$ cat config.mk
export PLATFORM = sky130hd
export DESIGN_NAME = arcade_input_mapper_flat
export DESIGN_NICKNAME = d
export VERILOG_FILES = /design/src/rtl/arcade_input_mapper_pkg.sv /design/src/rtl/arcade_input_mapper_if.sv /design/src/rtl/arcade_input_mapper_pulse.sv /design/src/rtl/arcade_input_mapper.sv /design/src/flat_wrapper.sv
export SDC_FILE = /design/constraint.sdc
export NUM_CORES = 1
export LEC_CHECK = 0
export BUFFER_PORTS_ARGS = -buffer_cell sky130_fd_sc_hd__buf_2
export CELL_PAD_IN_SITES_DETAIL_PLACEMENT = 0
export CELL_PAD_IN_SITES_GLOBAL_PLACEMENT = 1
export CORE_MARGIN = 4
export CORE_UTILIZATION = 35
export DETAILED_ROUTE_END_ITERATION = 16
export GPL_TIMING_DRIVEN = 0
export PLACE_DENSITY_LB_ADDON = 0.25
export REMOVE_ABC_BUFFERS = 1
export SYNTH_ARGS = -nofsm -noshare
export SYNTH_HDL_FRONTEND = slang
export SYNTH_SLANG_ARGS = --single-unit
$ cat constraint.sdc
create_clock -name clk_sys -period 2.8 [get_ports clk_sys]
set_input_delay 0.56 -clock clk_sys [delete_from_list [all_inputs] [get_ports clk_sys]]
set_output_delay 0.56 -clock clk_sys [all_outputs]
set_load 0.02 [all_outputs]
$ cat src/rtl/arcade_input_mapper_pkg.sv
// Shared types and helpers for the arcade input mapper.
//   BTN_IDX_W  : width of a logical button index
//   BTN_NONE   : button index meaning "not mapped to any button"
//   key_code_t : {ext, scan} PS/2 key code
//   key_match  : keymap entry comparison with optional ext-bit wildcard
//   btn_hit    : true when a mapped index selects logical button b
package arcade_input_pkg;

    localparam int BTN_IDX_W = 5;

    typedef logic [BTN_IDX_W-1:0] btn_idx_t;
    typedef logic [8:0]           key_code_t;

    localparam btn_idx_t BTN_NONE = 5'h1F;

    function automatic logic key_match(key_code_t code, key_code_t entry, logic wild);
        return (code[7:0] == entry[7:0]) && ((code[8] == entry[8]) || wild);
    endfunction

    function automatic logic btn_hit(btn_idx_t idx, int b);
        return (idx != BTN_NONE) && (int'(idx) == b);
    endfunction

endpackage

$ cat src/rtl/arcade_input_mapper_if.sv
// Bundle between the host side (hps_io) and the mapper.
//   ps2_key    : [10]=toggle strobe, [9]=pressed, [8:0]={ext,scan}
//   joystick_0 : player-1 joystick bits
//   joystick_1 : player-2 joystick bits
//   cocktail   : 0 = merge everything onto player 1, 1 = split per player
//   af_mask    : buttons subject to autofire
//   af_en      : global autofire enable
//   btn_p1/p2  : registered, active-high logical buttons per player
// master = host side driving inputs, slave = the mapper.
interface arcade_input_mapper_if #(
    parameter int NUM_BTN = 16
);
    logic [10:0]        ps2_key;
    logic [15:0]        joystick_0;
    logic [15:0]        joystick_1;
    logic               cocktail;
    logic [NUM_BTN-1:0] af_mask;
    logic               af_en;
    logic [NUM_BTN-1:0] btn_p1;
    logic [NUM_BTN-1:0] btn_p2;

    modport master (
        output ps2_key, joystick_0, joystick_1, cocktail, af_mask, af_en,
        input  btn_p1, btn_p2
    );

    modport slave (
        input  ps2_key, joystick_0, joystick_1, cocktail, af_mask, af_en,
        output btn_p1, btn_p2
    );
endinterface

$ cat src/rtl/arcade_input_mapper_pulse.sv
// arcade_pulse_stretch: guarantees a minimum high time for a level input.
// A rising edge of raw_i loads a down counter with CYCLES-1; the output is
// raw_i OR (counter != 0), so a one-cycle pulse is seen for CYCLES cycles
// after the output register, and a held input stays high indefinitely.
//   clk_sys : clock
//   reset_n : synchronous reset, active low
//   raw_i   : level input
//   out_o   : stretched level (combinational; register downstream)
module arcade_pulse_stretch #(
    parameter int CYCLES = 240000
) (
    input  logic clk_sys,
    input  logic reset_n,
    input  logic raw_i,
    output logic out_o
);
    localparam int CNT_W = $clog2(CYCLES + 1);

    logic [CNT_W-1:0] cnt_q, cnt_d;
    logic             raw_q;

    // NOTE: every variable an always_comb writes gets a default first, so no
    // path leaves it unassigned and no latch is inferred.
    always_comb begin
        cnt_d = cnt_q;
        if (raw_i && !raw_q) begin
            cnt_d = CNT_W'(CYCLES - 1);     // re-edge while counting reloads
        end else if (cnt_q != '0) begin
            cnt_d = cnt_q - 1'b1;
        end
    end

    // NOTE: sequential state uses non-blocking assignments only, so every flop
    // samples pre-edge values regardless of statement order.
    always_ff @(posedge clk_sys) begin
        if (!reset_n) begin
            cnt_q <= '0;
            raw_q <= 1'b0;
        end else begin
            cnt_q <= cnt_d;
            raw_q <= raw_i;
        end
    end

    assign out_o = raw_i || (cnt_q != '0);
endmodule

$ cat src/rtl/arcade_input_mapper.sv
// arcade_input_mapper: keyboard/joystick to cabinet-button mapper.
// Tracks press state per keymap entry, ORs keys and joystick bits onto
// NUM_BTN logical buttons per player, routes players for upright/cocktail,
// stretches coin pulses and applies autofire. All outputs are registered.
//   clk_sys : system clock
//   reset_n : synchronous reset, active low
//   io      : arcade_input_mapper_if.slave (inputs and btn_p1/btn_p2)
// COIN_BTN must be below NUM_BTN.
module arcade_input_mapper
    import arcade_input_pkg::*;
#(
    parameter int                    NUM_BTN     = 16,
    parameter int                    NUM_KEYS    = 16,
    parameter logic [9*NUM_KEYS-1:0] KEY_CODES   = '0,
    parameter logic [NUM_KEYS-1:0]   KEY_WILD    = '0,
    parameter logic [5*NUM_KEYS-1:0] KEY_BTN     = '1,
    parameter logic [NUM_KEYS-1:0]   KEY_PLAYER  = '0,
    parameter logic [79:0]           JOY_MAP     = '1,
    parameter int                    COIN_BTN    = 9,
    parameter int                    COIN_CYCLES = 240000,
    parameter int                    AF_DIV      = 800000
) (
    input logic                   clk_sys,
    input logic                   reset_n,
    arcade_input_mapper_if.slave  io
);
    localparam int AF_W = (AF_DIV > 1) ? $clog2(AF_DIV) : 1;

    logic                toggle_q;
    logic [NUM_KEYS-1:0] key_state_q, key_state_d;
    logic [NUM_BTN-1:0]  own_p1, own_p2, raw_p1, raw_p2, af_gate;
    logic [NUM_BTN-1:0]  btn_p1_q, btn_p1_d, btn_p2_q, btn_p2_d;
    logic [AF_W-1:0]     af_cnt_q, af_cnt_d;
    logic                af_phase_q, af_phase_d;
    logic                coin_p1, coin_p2;

    // Key events: every entry matching the code takes the pressed bit.
    always_comb begin
        key_state_d = key_state_q;
        if (io.ps2_key[10] != toggle_q) begin
            for (int i = 0; i < NUM_KEYS; i++) begin
                if (key_match(io.ps2_key[8:0], KEY_CODES[9*i +: 9], KEY_WILD[i])) begin
                    key_state_d[i] = io.ps2_key[9];
                end
            end
        end
    end

    // Merge sources onto logical buttons; unmapped indices never hit.
    always_comb begin
        own_p1 = '0;
        own_p2 = '0;
        for (int b = 0; b < NUM_BTN; b++) begin
            for (int i = 0; i < NUM_KEYS; i++) begin
                if (btn_hit(KEY_BTN[5*i +: 5], b)) begin
                    if (KEY_PLAYER[i]) own_p2[b] = own_p2[b] | key_state_q[i];
                    else               own_p1[b] = own_p1[b] | key_state_q[i];
                end
            end
            for (int j = 0; j < 16; j++) begin
                if (btn_hit(JOY_MAP[5*j +: 5], b)) begin
                    own_p1[b] = own_p1[b] | io.joystick_0[j];
                    own_p2[b] = own_p2[b] | io.joystick_1[j];
                end
            end
        end
    end

    // Upright cabinets fold player 2 onto player 1.
    assign raw_p1 = io.cocktail ? own_p1 : (own_p1 | own_p2);
    assign raw_p2 = io.cocktail ? own_p2 : '0;

    arcade_pulse_stretch #(.CYCLES(COIN_CYCLES)) u_coin_p1 (
        .clk_sys (clk_sys),
        .reset_n (reset_n),
        .raw_i   (raw_p1[COIN_BTN]),
        .out_o   (coin_p1)
    );

    arcade_pulse_stretch #(.CYCLES(COIN_CYCLES)) u_coin_p2 (
        .clk_sys (clk_sys),
        .reset_n (reset_n),
        .raw_i   (raw_p2[COIN_BTN]),
        .out_o   (coin_p2)
    );

    // Autofire divider: phase flips each time the counter wraps.
    always_comb begin
        af_cnt_d   = af_cnt_q + 1'b1;
        af_phase_d = af_phase_q;
        if (af_cnt_q == AF_W'(AF_DIV - 1)) begin
            af_cnt_d   = '0;
            af_phase_d = ~af_phase_q;
        end
    end

    // Autofired buttons are masked off during phase 0; the coin button takes
    // the stretched level instead so autofire can never chop a coin pulse.
    always_comb begin
        af_gate  = io.af_en ? io.af_mask : '0;
        btn_p1_d = raw_p1 & ~(af_gate & {NUM_BTN{~af_phase_q}});
        btn_p2_d = raw_p2 & ~(af_gate & {NUM_BTN{~af_phase_q}});
        btn_p1_d[COIN_BTN] = coin_p1;
        btn_p2_d[COIN_BTN] = coin_p2;
    end

    always_ff @(posedge clk_sys) begin
        if (!reset_n) begin
            // Loading the live strobe means a toggle left over from before
            // reset is not replayed as a key event.
            toggle_q    <= io.ps2_key[10];
            key_state_q <= '0;
            af_cnt_q    <= '0;
            af_phase_q  <= 1'b0;
            btn_p1_q    <= '0;
            btn_p2_q    <= '0;
        end else begin
            toggle_q    <= io.ps2_key[10];
            key_state_q <= key_state_d;
            af_cnt_q    <= af_cnt_d;
            af_phase_q  <= af_phase_d;
            btn_p1_q    <= btn_p1_d;
            btn_p2_q    <= btn_p2_d;
        end
    end

    assign io.btn_p1 = btn_p1_q;
    assign io.btn_p2 = btn_p2_q;
endmodule

$ cat src/flat_wrapper.sv
// flat-port wrapper written by rule: the top's interface ports become plain ports
module arcade_input_mapper_flat import arcade_input_pkg::*;
#(
    parameter int                    NUM_BTN     = 16,
    parameter int                    NUM_KEYS    = 16,
    parameter logic [9*NUM_KEYS-1:0] KEY_CODES   = '0,
    parameter logic [NUM_KEYS-1:0]   KEY_WILD    = '0,
    parameter logic [5*NUM_KEYS-1:0] KEY_BTN     = '1,
    parameter logic [NUM_KEYS-1:0]   KEY_PLAYER  = '0,
    parameter logic [79:0]           JOY_MAP     = '1,
    parameter int                    COIN_BTN    = 9,
    parameter int                    COIN_CYCLES = 240000,
    parameter int                    AF_DIV      = 800000
)
  (clk_sys, reset_n, io_ps2_key, io_joystick_0, io_joystick_1, io_cocktail, io_af_mask, io_af_en, io_btn_p1, io_btn_p2);
  arcade_input_mapper_if #(.NUM_BTN(NUM_BTN)) io_i ();
  input logic clk_sys;
  input logic reset_n;
  input wire logic [$bits(io_i.ps2_key)-1:0] io_ps2_key;
  input wire logic [$bits(io_i.joystick_0)-1:0] io_joystick_0;
  input wire logic [$bits(io_i.joystick_1)-1:0] io_joystick_1;
  input wire logic [$bits(io_i.cocktail)-1:0] io_cocktail;
  input wire logic [$bits(io_i.af_mask)-1:0] io_af_mask;
  input wire logic [$bits(io_i.af_en)-1:0] io_af_en;
  output wire logic [$bits(io_i.btn_p1)-1:0] io_btn_p1;
  output wire logic [$bits(io_i.btn_p2)-1:0] io_btn_p2;
  assign io_i.ps2_key = io_ps2_key;
  assign io_i.joystick_0 = io_joystick_0;
  assign io_i.joystick_1 = io_joystick_1;
  assign io_i.cocktail = io_cocktail;
  assign io_i.af_mask = io_af_mask;
  assign io_i.af_en = io_af_en;
  assign io_btn_p1 = io_i.btn_p1;
  assign io_btn_p2 = io_i.btn_p2;
  arcade_input_mapper #(.NUM_BTN(NUM_BTN), .NUM_KEYS(NUM_KEYS), .KEY_CODES(KEY_CODES), .KEY_WILD(KEY_WILD), .KEY_BTN(KEY_BTN), .KEY_PLAYER(KEY_PLAYER), .JOY_MAP(JOY_MAP), .COIN_BTN(COIN_BTN), .COIN_CYCLES(COIN_CYCLES), .AF_DIV(AF_DIV)) u_core (.clk_sys(clk_sys), .reset_n(reset_n), .io(io_i));
endmodule
=== After elaboration in Yosys (flattened, before gate mapping) ===
Cells that the tools add are included.

* Flip-flop bits (word level): 68
* Output and inout port bits: 32

* $add $sub $neg: 2
* Reductions and logical operators: 2

{| class="wikitable"
|+ Operators by type and width
! cell !! number
|-
| nonzero test 18 bit || 2
|-
| subtractor 18 x 1 -> 18 bit, second input constant || 2
|}

=== Depth between registers and ports, before layout ===
Gate-level depths: netlist (run 1).

* Depth in word-level cells: 1
* Mapped depth: 7
* Mapped depth without buffers: 6

=== By module ===
A second synthesis (run 1) with hierarchy kept.

* Cell total of the unflattened synthesis: 281
* Area total of the unflattened synthesis: 2406.1 sq um

{| class="wikitable"
|+ Modules (own cells, without submodules)
! module !! times used !! cells each !! area an instance (sq um) !! sequential area each (sq um)
|-
| arcade_pulse_stretch || 2 || 123 || 1062.3 || 380.4
|-
| arcade_input_mapper || 1 || 35 || 281.5 || 40.0
|}

=== Worst setup path after synthesis (run 1) ===
Ideal clock, no wire load.

* Kind: register to register
* From: reg u_core.u_coin_p2.cnt_q[0]
* To: reg u_core.u_coin_p2.cnt_q[16]
* Library setup time: 0.135 ns
* Data arrival time: 1.685 ns
* Data required time: 2.665 ns
* Path slack: 0.980 ns
* Cell stages (with the launch flop): 8
* Path buffers: 1
* Period minus slack after synthesis: 1.820 ns
* Path through: dfxtp_1 -> inv_1 -> ha_1 -> nor3b_2 -> nand3_2 -> clkbuf_1 -> o311ai_0 -> o41ai_1

* Longest elaborated chain between the ends: 1

{| class="wikitable"
|+ RTL lines
! item !! line !! text
|-
| start, declared || arcade_input_mapper_pulse.sv:19 || <nowiki>logic [CNT_W-1:0] cnt_q, cnt_d;</nowiki>
|-
| start signal, assigned || arcade_input_mapper_pulse.sv:40 || <nowiki>cnt_q <= cnt_d;</nowiki>
|-
| subtractor 18 x 1 -> 18 bit / nonzero test 18 bit (equally long branches) || arcade_input_mapper_pulse.sv:29, arcade_input_mapper_pulse.sv:28 ||
|}

Parallel ways exist; a longest one is shown, timed or not.
A chain may end at the register's enable or synchronous reset.

==> results.md, run 1 <==
- Result of the run: finished, final reports clean
- Total number of placement rows: 28
- Leakage power: 0.837 nW
- Sum of net half-perimeters after detailed placement: 2920 um
- Iteration-0 DRC count of the detailed router: 41
- Mean area per synthesized cell: 8.76 um^2
- Cell at the root of the clock tree: sky130_fd_sc_hd__clkbuf_8
- CTS Buf Count: 5
- Top FF cell, synth: sky130_fd_sc_hd__dfxtp_1
- Maxcap violations: 0
- Kind of capture point of the worst setup path: flip-flop
- Fraction of final layout cells with drive strength greater than 1: 10.4%
- Synthesized instance count: 254
- WL/cell: 13.3 um
- Setup fix buffers added after clock tree synthesis: 0
- Count leader, synth: sky130_fd_sc_hd__dfxtp_1
- Worst hold path stage count: 2
- Net total in the final layout: 316
- Sequential area share after synthesis: 34.2%
- TritonCTS clock tree: built
- Period Utilization, post-route: 88.8%
- Wire length of the first global-routing pass: 7390 um
- FMAX: 402 MHz
- Area after detailed placement: 2170 um^2
- Cell accounting for the most synthesized area: sky130_fd_sc_hd__dfxtp_1
- Arr. time, crit path: 2.70 ns
- Fraction of the mapped netlist area in adder cells: 1.12%
- Post-detailed-route count of antenna-violating nets: 0
- Total power density per cell area: 1240 nW/um^2
- Worst setup SP type: primary input
- Initial antenna violation count: 0
- Switching power share of the total: 46.2%
- I/O Buffers: 3
- Area of the multi-input gates: 1270 um^2
- Hold wc startpoint: u_core.u_coin_p1.cnt_q[7]$_SDFFE_PN0P_
- Vertical die dimension: 87.7 um
- Measured slew at the worst slew-check pin: 1.05 ns
- Final global-route overflow total: 0
- Clock-pin slew on the worst setup and hold paths: 0.07 ns
- Share of the synthesized netlist area taken by xor and xnor gates: 0%
- Final setup skew: 0.00611 ns
- Worst slew margin relative to its limit: 29.4%
- Post-synthesis mux area share: 5.40%
- Number of sinks on the clock net: 38
- Post-cts sizing count: 0
- Dominant combinational cell family by area after synthesis: simple AND/OR/NAND/NOR gates
- Logic depth of the worst register-to-register path: 4
- Final hold viol count: 0
- Internal Pwr Total: 1.50 mW
- Maximum ir drop on the vdd rail: 462 uV
- Setup repair after global routing missed its margin: no
- Diode insertion count for antenna repair: 0
- Share of total power in the clock network: 13.5%
- Chip Width: 87.7 um
- Setup Crit Path Kind: primary input to flip-flop
- Setup_tns: 0 ns
- Number of fill cells: 642
- Simple-Gate Fraction of Synth Area: 26.1%
- Sequential fraction of design power: 33.6%
- Post-synthesis async set-or-reset flop share: 0%
- Area growth from synthesis to layout: 1.29%
- Maximum number of pins on one net before global-route repair: 43
- Minimum period implied by the final worst setup slack: 2.49 ns
- Top post-synthesis cells by count: sky130_fd_sc_hd__dfxtp_1 (38), sky130_fd_sc_hd__buf_4 (31), sky130_fd_sc_hd__nand2_1 (27), sky130_fd_sc_hd__nand2b_1 (17), sky130_fd_sc_hd__a21oi_1 (16)
- Compound-Gate Fraction of Synth Area: 19.2%
- Proportion of netlist area held by the largest area contributor: 34.2%
- YS warnings: 0
- Maximum clock insertion buffer count: 2
- Beginning of the worst register-to-register path: u_core.u_coin_p1.cnt_q[12]$_SDFFE_PN0P_
- H-tree depth: 2
- Maximum fanout along the worst path: 42
- Most area-consuming cells after synthesis: sky130_fd_sc_hd__dfxtp_1 (34%), sky130_fd_sc_hd__buf_4 (10%), sky130_fd_sc_hd__mux2i_1 (5.4%), sky130_fd_sc_hd__nand2b_1 (4.8%), sky130_fd_sc_hd__nand2_1 (4.6%)
- Highest cell delay on the worst timing path: 0.74 ns
- DRC violation count after routing: 0
- Number of standard cells in the layout, taps in and fillers out: 325
- Number of synthesized flops with an enable pin: 0
- Top Ports: 95
- Hold crit path type: flip-flop to flip-flop
- Worst reg2reg setup slack: 0.35 ns
- Gate family responsible for the most delay along the worst path: buffers and inverters
- Number of max-slew violations in the final report: 0
- Clock latency reported for the late side of the worst-skew pair: 0.28 ns
- Die Area: 7700 um^2
- Reported net switching power: 1.29 mW
- Starting Density: 36.7%
- Share of power burned in combinational logic: 53.0%
- Total setup violations reported at the end of the flow: 0
- All-layer global routing usage: 11.9%
- Count of unique library cells instantiated by Yosys: 50
- Placed cell count: 319
- Reg2Reg Capture Point: u_core.u_coin_p1.cnt_q[1]$_SDFFE_PN0P_
- Post-Layout Inst Area: 2250 um^2
- Critical path's slowest cell: sky130_fd_sc_hd__clkinv_1
- Vias: 1696
- Post-synthesis sequential element count: 38
- Area taken by flip-flops and latches: 761 um^2
- Hold EP: u_core.u_coin_p1.cnt_q[7]$_SDFFE_PN0P_
- Final RePlAce weighted congestion: 0.686
- Area of the core region: 6060 um^2
- Via count of the first global-routing pass: 1561
- Cells traversed along the worst timing path: buf_2 > clkinv_1 > or3_1 > o22a_1 > o21ai_0
- Critical path buffer and inverter count: 2
- Post-cts hold buffer count: 0
- DR pass1 iterations: 4
- Required time worst endpoint: 3.01 ns
- Netlist Area Pre-Place: 2230 um^2
- Average via count per standard cell: 5.22
- Total wire length: 4320 um
power by group through the flow:
| stage | Clock, mW | Sequential, mW | Combinational (mW) |
|---|---|---|---|
| final | 0.376 | 0.939 | 1.48 |
| after global routing | 0.426 | 0.973 | 1.69 |
| after CTS | 0.395 | 0.939 | 1.50 |
| after detailed placement | 0 | 0.951 | 1.50 |
| after global placement | 0 | 0.945 | 1.47 |
| after floorplan | 0 | 0.919 | 1.17 |
per-layer routing:
metal / wire length [um] / share of wire [%] / up-vias / global-route usage (%)
met2: 1990 / 46 / 27 / 19.8
met4: 48 / 1.1 / 0 / 3.77
li1: - / - / 870 / -
met3: 161 / 3.7 / 7 / 2.82
met1: 2120 / 49 / 792 / 15.3
met5: 0 / 0 / - / 0
area by class of cell:
class                           instances  area share [%]
Tap cell                               75            4.16
Sequential cell                        38            33.7
Inverter                                8            1.33
Clock buffer                            6            3.66
Multi-Input combinational cell        195            56.4
Timing Repair Buffer                    3           0.666
through the flow:
stage,hold slack [ns],total power [mW],utilization [%],setup slack [ns]
CTS,0.468,2.84,37.2,0.250
floorplan,0.436,2.09,-,0.759
global placement,0.451,2.42,35.7,-0.0511
finish,0.463,2.80,37.2,0.315
global route,0.490,3.08,37.2,0.0351
detailed placement,0.456,2.45,35.8,-0.0459
how the worst max path moves through the flow:
stage                                                 start                                      end  slack [ns]  depth (start not counted)
finish                                              reset_n   u_core.u_coin_p1.cnt_q[3]$_SDFFE_PN0P_        0.31                          5
global route        u_core.u_coin_p1.cnt_q[12]$_SDFFE_PN0P_   u_core.u_coin_p1.cnt_q[1]$_SDFFE_PN0P_        0.04                          4
CTS                                                 reset_n   u_core.u_coin_p1.cnt_q[3]$_SDFFE_PN0P_        0.25                          5
detailed placement                                  reset_n   u_core.u_coin_p1.cnt_q[3]$_SDFFE_PN0P_       -0.05                          5
global placement                                    reset_n   u_core.u_coin_p1.cnt_q[3]$_SDFFE_PN0P_       -0.05                          5
floorplan           u_core.u_coin_p2.cnt_q[12]$_SDFFE_PN0P_  u_core.u_coin_p2.cnt_q[10]$_SDFFE_PN0P_        0.76                          4
sequential cells by signal, summed over array words and instances, names as in the netlist:
register and cells:
u_core.io.btn_p1 1, u_core.io.btn_p2 1, u_core.u_coin_p1.cnt_q 18, u_core.u_coin_p2.cnt_q 18
cell families after synthesis:
| group | after synthesis |
|---|---|
| other | 1 |
| muxes | 12 |
| buffers and inverters | 50 |
| DFF | 38 |
| and+or+nand+nor | 91 |
| adders and majority gates | 2 |
| AOI/OAI and AO/OA | 60 |
cell usage in the layout, fill, tap and decap left out, types with 3 or more instances in the layout:
cell / instances
sky130_fd_sc_hd__dfxtp_1: 38
sky130_fd_sc_hd__conb_1: 30
sky130_fd_sc_hd__nand2_1: 27
sky130_fd_sc_hd__nand2b_1: 17
sky130_fd_sc_hd__a21oi_1: 16
sky130_fd_sc_hd__mux2i_1: 12
sky130_fd_sc_hd__inv_1: 7
sky130_fd_sc_hd__o311ai_0: 7
sky130_fd_sc_hd__or4_1: 6
sky130_fd_sc_hd__o21ai_0: 6
sky130_fd_sc_hd__o31ai_1: 6
sky130_fd_sc_hd__clkbuf_8: 6
sky130_fd_sc_hd__nor4_2: 5
sky130_fd_sc_hd__nand3b_1: 5
sky130_fd_sc_hd__nor3_1: 5
sky130_fd_sc_hd__o41ai_1: 4
sky130_fd_sc_hd__or2_2: 3
sky130_fd_sc_hd__a2111oi_0: 3
sky130_fd_sc_hd__nand3_1: 3
sky130_fd_sc_hd__nor2_1: 3
sky130_fd_sc_hd__or3_1: 3
sky130_fd_sc_hd__buf_2: 3
worst register-to-register path, delay by kind of cell, from the launching register on:
family,cells,cell delay (ns)
DFF,1,0.35
and+or+nand+nor,2,1.52
AOI/OAI and AO/OA,2,0.49
No activity file was read; power rests on OpenSTA's default activity.
==> run 2: changes to the inputs <==
==> constraint.sdc (replaced) <==
create_clock -name clk_sys -period 2.8 [get_ports clk_sys]
set_input_delay 0.84 -clock clk_sys [delete_from_list [all_inputs] [get_ports clk_sys]]
set_output_delay 0.84 -clock clk_sys [all_outputs]
set_load 0.02 [all_outputs]
==> results.md, run 2 (same netlist as run 1, synthesis figures left out) <==
- Result of the run: finished, final reports clean
- Minimum period implied by the final worst setup slack: 2.44 ns (-0.0479 ns)
- TritonCTS clock tree: built
- Sum of net half-perimeters after detailed placement: 2920 um (unchanged)
- Top Ports: 95 (unchanged)
- Net total in the final layout: 316 (unchanged)
- Diode insertion count for antenna repair: 0 (unchanged)
- Vertical die dimension: 87.7 um (unchanged)
- I/O Buffers: 3 (unchanged)
- Total power density per cell area: 1240 nW/um^2 (about the same)
- Average via count per standard cell: 5.22 (about the same)
- Post-route setup slack: 0.363 ns (+0.0479 ns)
- Post-Layout Inst Area: 2260 um^2 (about the same)
- Logic depth of the worst register-to-register path: 4 (unchanged)
- Maximum number of pins on one net before global-route repair: 43 (unchanged)
- Final global-route overflow total: 0 (unchanged)
- H-tree depth: 2 (unchanged)
- Period Utilization, post-route: 87.0% (-1.7 points)
- Area growth from synthesis to layout: 1.35% (about the same)
- Total wire length: 4320 um (about the same)
- Highest cell delay on the worst timing path: 0.83 ns (+0.09 ns)
- Crit. path cell count: 4 (-1)
- Kind of capture point of the worst setup path: flip-flop
- Area of the core region: 6060 um^2 (unchanged)
- Total number of placement rows: 28 (unchanged)
- Maximum fanout along the worst path: 11 (-74%)
- Total setup violations reported at the end of the flow: 0 (unchanged)
- Setup fix buffers added after clock tree synthesis: 0 (unchanged)
- Critical path's slowest cell: sky130_fd_sc_hd__nor4_2
- All-layer global routing usage: 11.9% (unchanged)
- CTS Buf Count: 5 (unchanged)
- Setup repair after global routing missed its margin: no
- DRC violation count after routing: 0 (unchanged)
- Critical path buffer and inverter count: 0 (-2)
- Worst slack, placed: -0.326 ns (-0.280 ns)
- Commonest cells after routing, fill and taps aside: sky130_fd_sc_hd__dfxtp_1 (38), sky130_fd_sc_hd__conb_1 (30), sky130_fd_sc_hd__nand2_1 (27), sky130_fd_sc_hd__nand2b_1 (17), sky130_fd_sc_hd__a21oi_1 (16)
- Initial antenna violation count: 0 (unchanged)
- Clock-pin slew on the worst setup and hold paths: 0.07 ns (about the same)
- Worst hold path stage count: 2 (unchanged)
- Final setup skew: 0.00624 ns (+0.000129 ns)
- WL/cell: 13.3 um (about the same)
- Cell at the root of the clock tree: sky130_fd_sc_hd__clkbuf_8
- Wire length of the first global-routing pass: 7390 um (unchanged)
- Number of standard cells in the layout, taps in and fillers out: 325 (unchanged)
- Final RePlAce weighted congestion: 0.686 (unchanged)
- Maximum clock insertion buffer count: 2 (unchanged)
- Cells traversed along the worst timing path: or4_1 > nor4_2 > a21boi_0 > a311oi_1
- Via count of the first global-routing pass: 1561 (unchanged)
- Worst slew margin relative to its limit: 29.7% (+0.29 points)
- DR pass1 iterations: 4 (unchanged)
- Number of max-slew violations in the final report: 0 (unchanged)
- Power, Total: 2.80 mW (about the same)
- Starting Density: 36.7% (unchanged)
- Clock latency reported for the late side of the worst-skew pair: 0.28 ns (about the same)
- Gate family responsible for the most delay along the worst path: simple AND/OR/NAND/NOR gates
- Final hold viol count: 0 (unchanged)
- Maxcap violations: 0 (unchanged)
- Required time worst endpoint: 2.99 ns (-0.02 ns)
- Die Area: 7700 um^2 (unchanged)
- Most common cell after layout, fill and taps aside: sky130_fd_sc_hd__dfxtp_1
- Largest registers in the final layout: u_core.u_coin_p1.cnt_q: 18 flops, u_core.u_coin_p2.cnt_q: 18 flops
- Post-detailed-route count of antenna-violating nets: 0 (unchanged)
- Chip Width: 87.7 um (unchanged)
- Maximum ir drop on the vdd rail: 462 uV (about the same)
- Setup Crit Path Kind: flip-flop to flip-flop
- Leakage power: 0.839 nW (+0.28%)
- Arr. time, crit path: 2.63 ns (-0.07 ns)
- Placed cell count: 319 (unchanged)
- Vias: 1697 (+0.059%)
- Iteration-0 DRC count of the detailed router: 41 (unchanged)
- Area after detailed placement: 2170 um^2 (unchanged)
- Measured slew at the worst slew-check pin: 1.05 ns (-0.00436 ns)
- FMAX: 410 MHz (+2.0%)
- Hold crit path type: flip-flop to flip-flop
- Worst setup SP type: flip-flop
- Number of sinks on the clock net: 38 (unchanged)
- Fraction of final layout cells with drive strength greater than 1: 10.8% (+0.40 points)
run 2: path summary, 6_finish.rpt:
check	to	slack [ns]	from
min	u_core.u_coin_p1.cnt_q[7]$_SDFFE_PN0P_	0.46	u_core.u_coin_p1.cnt_q[7]$_SDFFE_PN0P_
min reg2reg	u_core.u_coin_p1.cnt_q[7]$_SDFFE_PN0P_	0.46	u_core.u_coin_p1.cnt_q[7]$_SDFFE_PN0P_
max	u_core.u_coin_p1.cnt_q[1]$_SDFFE_PN0P_	0.36	u_core.u_coin_p1.cnt_q[12]$_SDFFE_PN0P_
max reg2reg	u_core.u_coin_p1.cnt_q[1]$_SDFFE_PN0P_	0.36	u_core.u_coin_p1.cnt_q[12]$_SDFFE_PN0P_
run 2: what timing repair did:
action,4_1_cts,5_1_grt
resized for setup,1,0
hold buffers,0,0
setup endpoints to repair,1,0
run 2: area by class of cell:
type / instances / area (um^2)
Fill cell: 643 / 3800
Sequential cell: 38 / 761
Multi-Input combinational cell: 195 / 1270
Tap cell: 75 / 93.8
Clock buffer: 6 / 82.6
Inverter: 8 / 31.3
Timing Repair Buffer: 3 / 15.0
run 2: per-stage QoR:
stage | TNS, ns | utilization [%] | hold WS [ns]
5_1_grt | 0 | 37.2 | 0.490
6_report | 0 | 37.2 | 0.463
3_5_place_dp | -0.491 | 35.8 | 0.456
4_1_cts | 0 | 37.2 | 0.468
2_1_floorplan | 0 | - | 0.436
3_3_place_gp | -0.523 | 35.7 | 0.451
run 2: tightest hold or removal path: cells and delay by family, from the launching register on:
| family | cells | cell delay [ns] |
|---|---|---|
| DFF | 1 | 0.31 |
| AOI/OAI and AO/OA | 1 | 0.05 |
| and+or+nand+nor | 1 | 0.06 |
run 2: routing by layer:
metal,GRT usage [%],vias to the layer above,share of wire [%]
met4,3.77,0,1.1
met3,2.82,7,3.7
met5,0,-,0
met1,15.3,794,49
li1,-,869,-
met2,19.8,27,46
run 2: power by group:
group	internal (mW)	switching (mW)	leakage [nW]
logic	0.583	0.897	0.484
registers	0.731	0.208	0.312
clock network	0.190	0.186	0.0431
total	1.50	1.29	0.839
==> run 3: changes to the inputs <==
--- a/config.mk
+++ b/config.mk
@@ -5,6 +5,7 @@
 export SDC_FILE = /design/constraint.sdc
 export NUM_CORES = 1
 export LEC_CHECK = 0
+export ABC_AREA = 1
 export BUFFER_PORTS_ARGS = -buffer_cell sky130_fd_sc_hd__buf_2
 export CELL_PAD_IN_SITES_DETAIL_PLACEMENT = 0
 export CELL_PAD_IN_SITES_GLOBAL_PLACEMENT = 1
@@ -13,6 +14,7 @@
 export DETAILED_ROUTE_END_ITERATION = 16
 export GPL_TIMING_DRIVEN = 0
 export PLACE_DENSITY_LB_ADDON = 0.25
+export RECOVER_POWER = 50
 export REMOVE_ABC_BUFFERS = 1
 export SYNTH_ARGS = -nofsm -noshare
 export SYNTH_HDL_FRONTEND = slang
==> results.md, run 3 <==
- Result of the run: finished, final reports clean
- TritonCTS clock tree: built
- Maximum ir drop on the vdd rail: 624 uV (+35%)
- Number of synthesized flops with an enable pin: 0 (unchanged)
- Setup_tns: 0 ns (unchanged)
- Worst reg2reg setup slack: 0.73 ns (+0.37 ns)
- Average via count per standard cell: 4.30 (-18%)
- WL/cell: 10.2 um (-23%)
- Total power density per cell area: 1570 nW/um^2 (+27%)
- Post-cts hold buffer count: 0 (unchanged)
- Count leader, synth: sky130_fd_sc_hd__nand2_1
- Met1 wire length: 1950 um (-8.1%)
- Setup repair after global routing missed its margin: no
- Diode insertion count for antenna repair: 0 (unchanged)
- Total setup violations reported at the end of the flow: 0 (unchanged)
- Origin of the worst setup path: u_core.u_coin_p2.cnt_q[0]$_SDFFE_PN0P_
- Area of the core region: 6350 um^2 (+4.8%)
- Total number of placement rows: 29 (+3.6%)
- Area growth from synthesis to layout: 2.95%
- Post-cts sizing count: 0 (-1)
- Number of sinks on the clock net: 38 (unchanged)
- Setup fix buffers added after clock tree synthesis: 0 (unchanged)
- Proportion of netlist area held by the largest area contributor: 33.2% (-0.93 points)
- Most common cell after layout, fill and taps aside: sky130_fd_sc_hd__nand2_1
- Top FF cell, synth: sky130_fd_sc_hd__dfxtp_1
- Sequential fraction of design power: 26.8% (-6.8 points)
- I/O Buffers: 3 (unchanged)
- Die Area: 7900 um^2 (+2.6%)
- Starting Density: 36.0% (-0.69 points)
- Worst slew margin relative to its limit: 34.1% (+4.4 points)
- Number of standard cells in the layout, taps in and fillers out: 433 (+33%)
- Maximum clock insertion buffer count: 2 (unchanged)
- Via count of the first global-routing pass: 1713 (+9.7%)
- Top Ports: 95 (unchanged)
- Chip Width: 88.9 um (+1.3%)
- Clock-pin slew on the worst setup and hold paths: 0.08 ns (about the same)
- Mean area per synthesized cell: 6.52 um^2 (-26%)
- Fraction of final layout cells with drive strength greater than 1: 5.34% (-5.5 points)
- Post-synthesis sequential element count: 38 (unchanged)
- Beginning of the worst register-to-register path: u_core.u_coin_p2.cnt_q[0]$_SDFFE_PN0P_
- Count of unique library cells instantiated by Yosys: 21 (-58%)
- Maximum number of pins on one net before global-route repair: 31 (-28%)
- Vias: 1860 (+9.6%)
- Required time worst endpoint: 2.99 ns (about the same)
- Netlist Area Pre-Place: 2290 um^2 (+2.8%)
- Final hold viol count: 0 (unchanged)
- Share of power burned in combinational logic: 57.7% (+4.7 points)
- DR pass1 iterations: 4 (unchanged)
- Worst hold path stage count: 2 (unchanged)
- Post-synthesis async set-or-reset flop share: 0% (unchanged)
- Area after detailed placement: 2250 um^2 (+3.6%)
- Reg2Reg Capture Point: u_core.u_coin_p2.cnt_q[17]$_SDFFE_PN0P_
- DRC violation count after routing: 0 (unchanged)
- Maxcap violations: 0 (unchanged)
- H-tree depth: 2 (unchanged)
- Share of total power in the clock network: 15.5% (+2.0 points)
- Sequential area share after synthesis: 33.2% (-0.93 points)
- Kind of capture point of the worst setup path: flip-flop
- Initial antenna violation count: 0 (unchanged)
- Routed length on met2: 2250 um (+13%)
- Placed cell count: 425 (+33%)
- Final RePlAce weighted congestion: 0.789 (+15%)
- Top layer in use: met4
- Post-detailed-route count of antenna-violating nets: 0 (unchanged)
- Internal Pwr Total: 1.88 mW (+25%)
- Iteration-0 DRC count of the detailed router: 62 (+51%)
- Setup Crit Path Kind: flip-flop to flip-flop
- Top post-synthesis cells by count: sky130_fd_sc_hd__nand2_1 (109), sky130_fd_sc_hd__nor2_1 (82), sky130_fd_sc_hd__dfxtp_1 (38), sky130_fd_sc_hd__buf_4 (30), sky130_fd_sc_hd__inv_1 (30)
- Measured slew at the worst slew-check pin: 0.987 ns (-0.0589 ns)
- Wire length of the first global-routing pass: 7560 um (+2.3%)
- Synthesized instance count: 351 (+38%)
- Vertical die dimension: 88.9 um (+1.3%)
- Minimum period implied by the final worst setup slack: 2.07 ns (-0.368 ns)
- CTS Buf Count: 5 (unchanged)
- Sum of net half-perimeters after detailed placement: 3250 um (+11%)
- YS warnings: 0 (unchanged)
- Logic depth of the worst register-to-register path: 7 (+3)
- Switching power share of the total: 49.1% (+2.9 points)
- Reported net switching power: 1.81 mW (+40%)
- Leakage power: 1.21 nW (+44%)
- All-layer global routing usage: 12.4% (+0.45 points)
- CP endpoint: u_core.u_coin_p2.cnt_q[17]$_SDFFE_PN0P_
- Maximum fanout along the worst path: 18 (+7)
- Total wire length: 4410 um (+2.0%)
- Worst setup SP type: flip-flop
- Worst slack, placed: 0.745 ns (+1.07 ns)
- Clock latency reported for the late side of the worst-skew pair: 0.30 ns (+0.02 ns)
- Net total in the final layout: 420 (+33%)
- Most area-consuming cells after synthesis: sky130_fd_sc_hd__dfxtp_1 (33%), sky130_fd_sc_hd__nand2_1 (18%), sky130_fd_sc_hd__nor2_1 (13%), sky130_fd_sc_hd__buf_4 (9.8%), sky130_fd_sc_hd__inv_1 (4.9%)
- Arr. time, crit path: 2.26 ns (-0.37 ns)
- Post-layout util: 37.1% (-0.12 points)
- Hold crit path type: flip-flop to flip-flop
- Final setup skew: 0.0120 ns (+0.00579 ns)
- FMAX: 483 MHz (+18%)
- Cell at the root of the clock tree: sky130_fd_sc_hd__clkbuf_8
- Number of max-slew violations in the final report: 0 (unchanged)
- Largest registers in the final layout: u_core.u_coin_p1.cnt_q: 18 flops, u_core.u_coin_p2.cnt_q: 18 flops
- Period Utilization, post-route: 73.9% (-13 points)
- Post-route setup slack: 0.731 ns (+0.368 ns)
- Length of routed met3 wiring: 145 um (-9.9%)
- Final global-route overflow total: 0 (unchanged)
- Post-Layout Inst Area: 2360 um^2 (+4.4%)
- Cell accounting for the most synthesized area: sky130_fd_sc_hd__dfxtp_1
- Commonest cells after routing, fill and taps aside: sky130_fd_sc_hd__nand2_1 (110), sky130_fd_sc_hd__nor2_1 (82), sky130_fd_sc_hd__dfxtp_1 (38), sky130_fd_sc_hd__inv_1 (30), sky130_fd_sc_hd__conb_1 (30)
run 3: critical path, stage by stage, from the launching register on:
cell                      delay, ns
sky130_fd_sc_hd__dfxtp_1       0.32
sky130_fd_sc_hd__inv_1         0.09
sky130_fd_sc_hd__ha_1          0.29
sky130_fd_sc_hd__nand2_2       0.12
sky130_fd_sc_hd__nor2_4        0.19
sky130_fd_sc_hd__nand3_1       0.55
sky130_fd_sc_hd__nand2_1       0.33
sky130_fd_sc_hd__a21oi_1       0.06
run 3: layer usage:
metal  global-route usage (%)  up-vias
met4                     4.12        0
met3                     3.07        8
met5                        0        -
li1                         -     1012
met1                     14.0      817
met2                     22.6       23
run 3: kinds of logic (layout without fill, tap and decap cells):
family	Yosys count	in the layout	synth area share, %
buf+inv	65	41	16.2
xor+xnor	13	13	4.98
other cells	1	30	0.164
flops	38	38	33.2
simple gates	227	227	43.2
fa+ha+maj	2	2	1.09
compound gates	5	5	1.09
run 3: worst min path at each step:
| stage | from | endpoint |
|---|---|---|
| after floorplan | u_core.u_coin_p2.cnt_q[16]$_SDFFE_PN0P_ | u_core.u_coin_p2.cnt_q[16]$_SDFFE_PN0P_ |
| after global placement | u_core.u_coin_p1.cnt_q[17]$_SDFFE_PN0P_ | u_core.u_coin_p1.cnt_q[17]$_SDFFE_PN0P_ |
| after detailed placement | u_core.u_coin_p1.cnt_q[17]$_SDFFE_PN0P_ | u_core.u_coin_p1.cnt_q[17]$_SDFFE_PN0P_ |
| after CTS | u_core.u_coin_p1.cnt_q[17]$_SDFFE_PN0P_ | u_core.u_coin_p1.cnt_q[17]$_SDFFE_PN0P_ |
| after global routing | u_core.u_coin_p1.cnt_q[17]$_SDFFE_PN0P_ | u_core.u_coin_p1.cnt_q[17]$_SDFFE_PN0P_ |
| final | u_core.u_coin_p1.cnt_q[17]$_SDFFE_PN0P_ | u_core.u_coin_p1.cnt_q[17]$_SDFFE_PN0P_ |
run 3: power groups by stage:
stage | sequential (mW) | combinational, mW | clock, mW
6_report | 0.990 | 2.13 | 0.574
5_1_grt | 1.03 | 2.53 | 0.614
4_1_cts | 0.996 | 2.24 | 0.592
2_1_floorplan | 0.961 | 1.86 | 0
3_5_place_dp | 1.01 | 2.23 | 0
3_3_place_gp | 1.00 | 2.21 | 0
run 3: final cells by class:
type	instances	area, um^2
Inverter	30	113
Multi-Input combinational cell	277	1240
Tap cell	77	96.3
Fill cell	728	3990
Timing Repair Buffer	3	11.3
Clock buffer	5	68.8
Sequential cell	38	761
Clock inverter	3	68.8
run 3: through the flow:
step	hold WS, ns	power, mW
4_1_cts	0.483	3.83
3_5_place_dp	0.470	3.24
5_1_grt	0.524	4.18
2_1_floorplan	0.452	2.82
6_report	0.478	3.70
3_3_place_gp	0.465	3.21
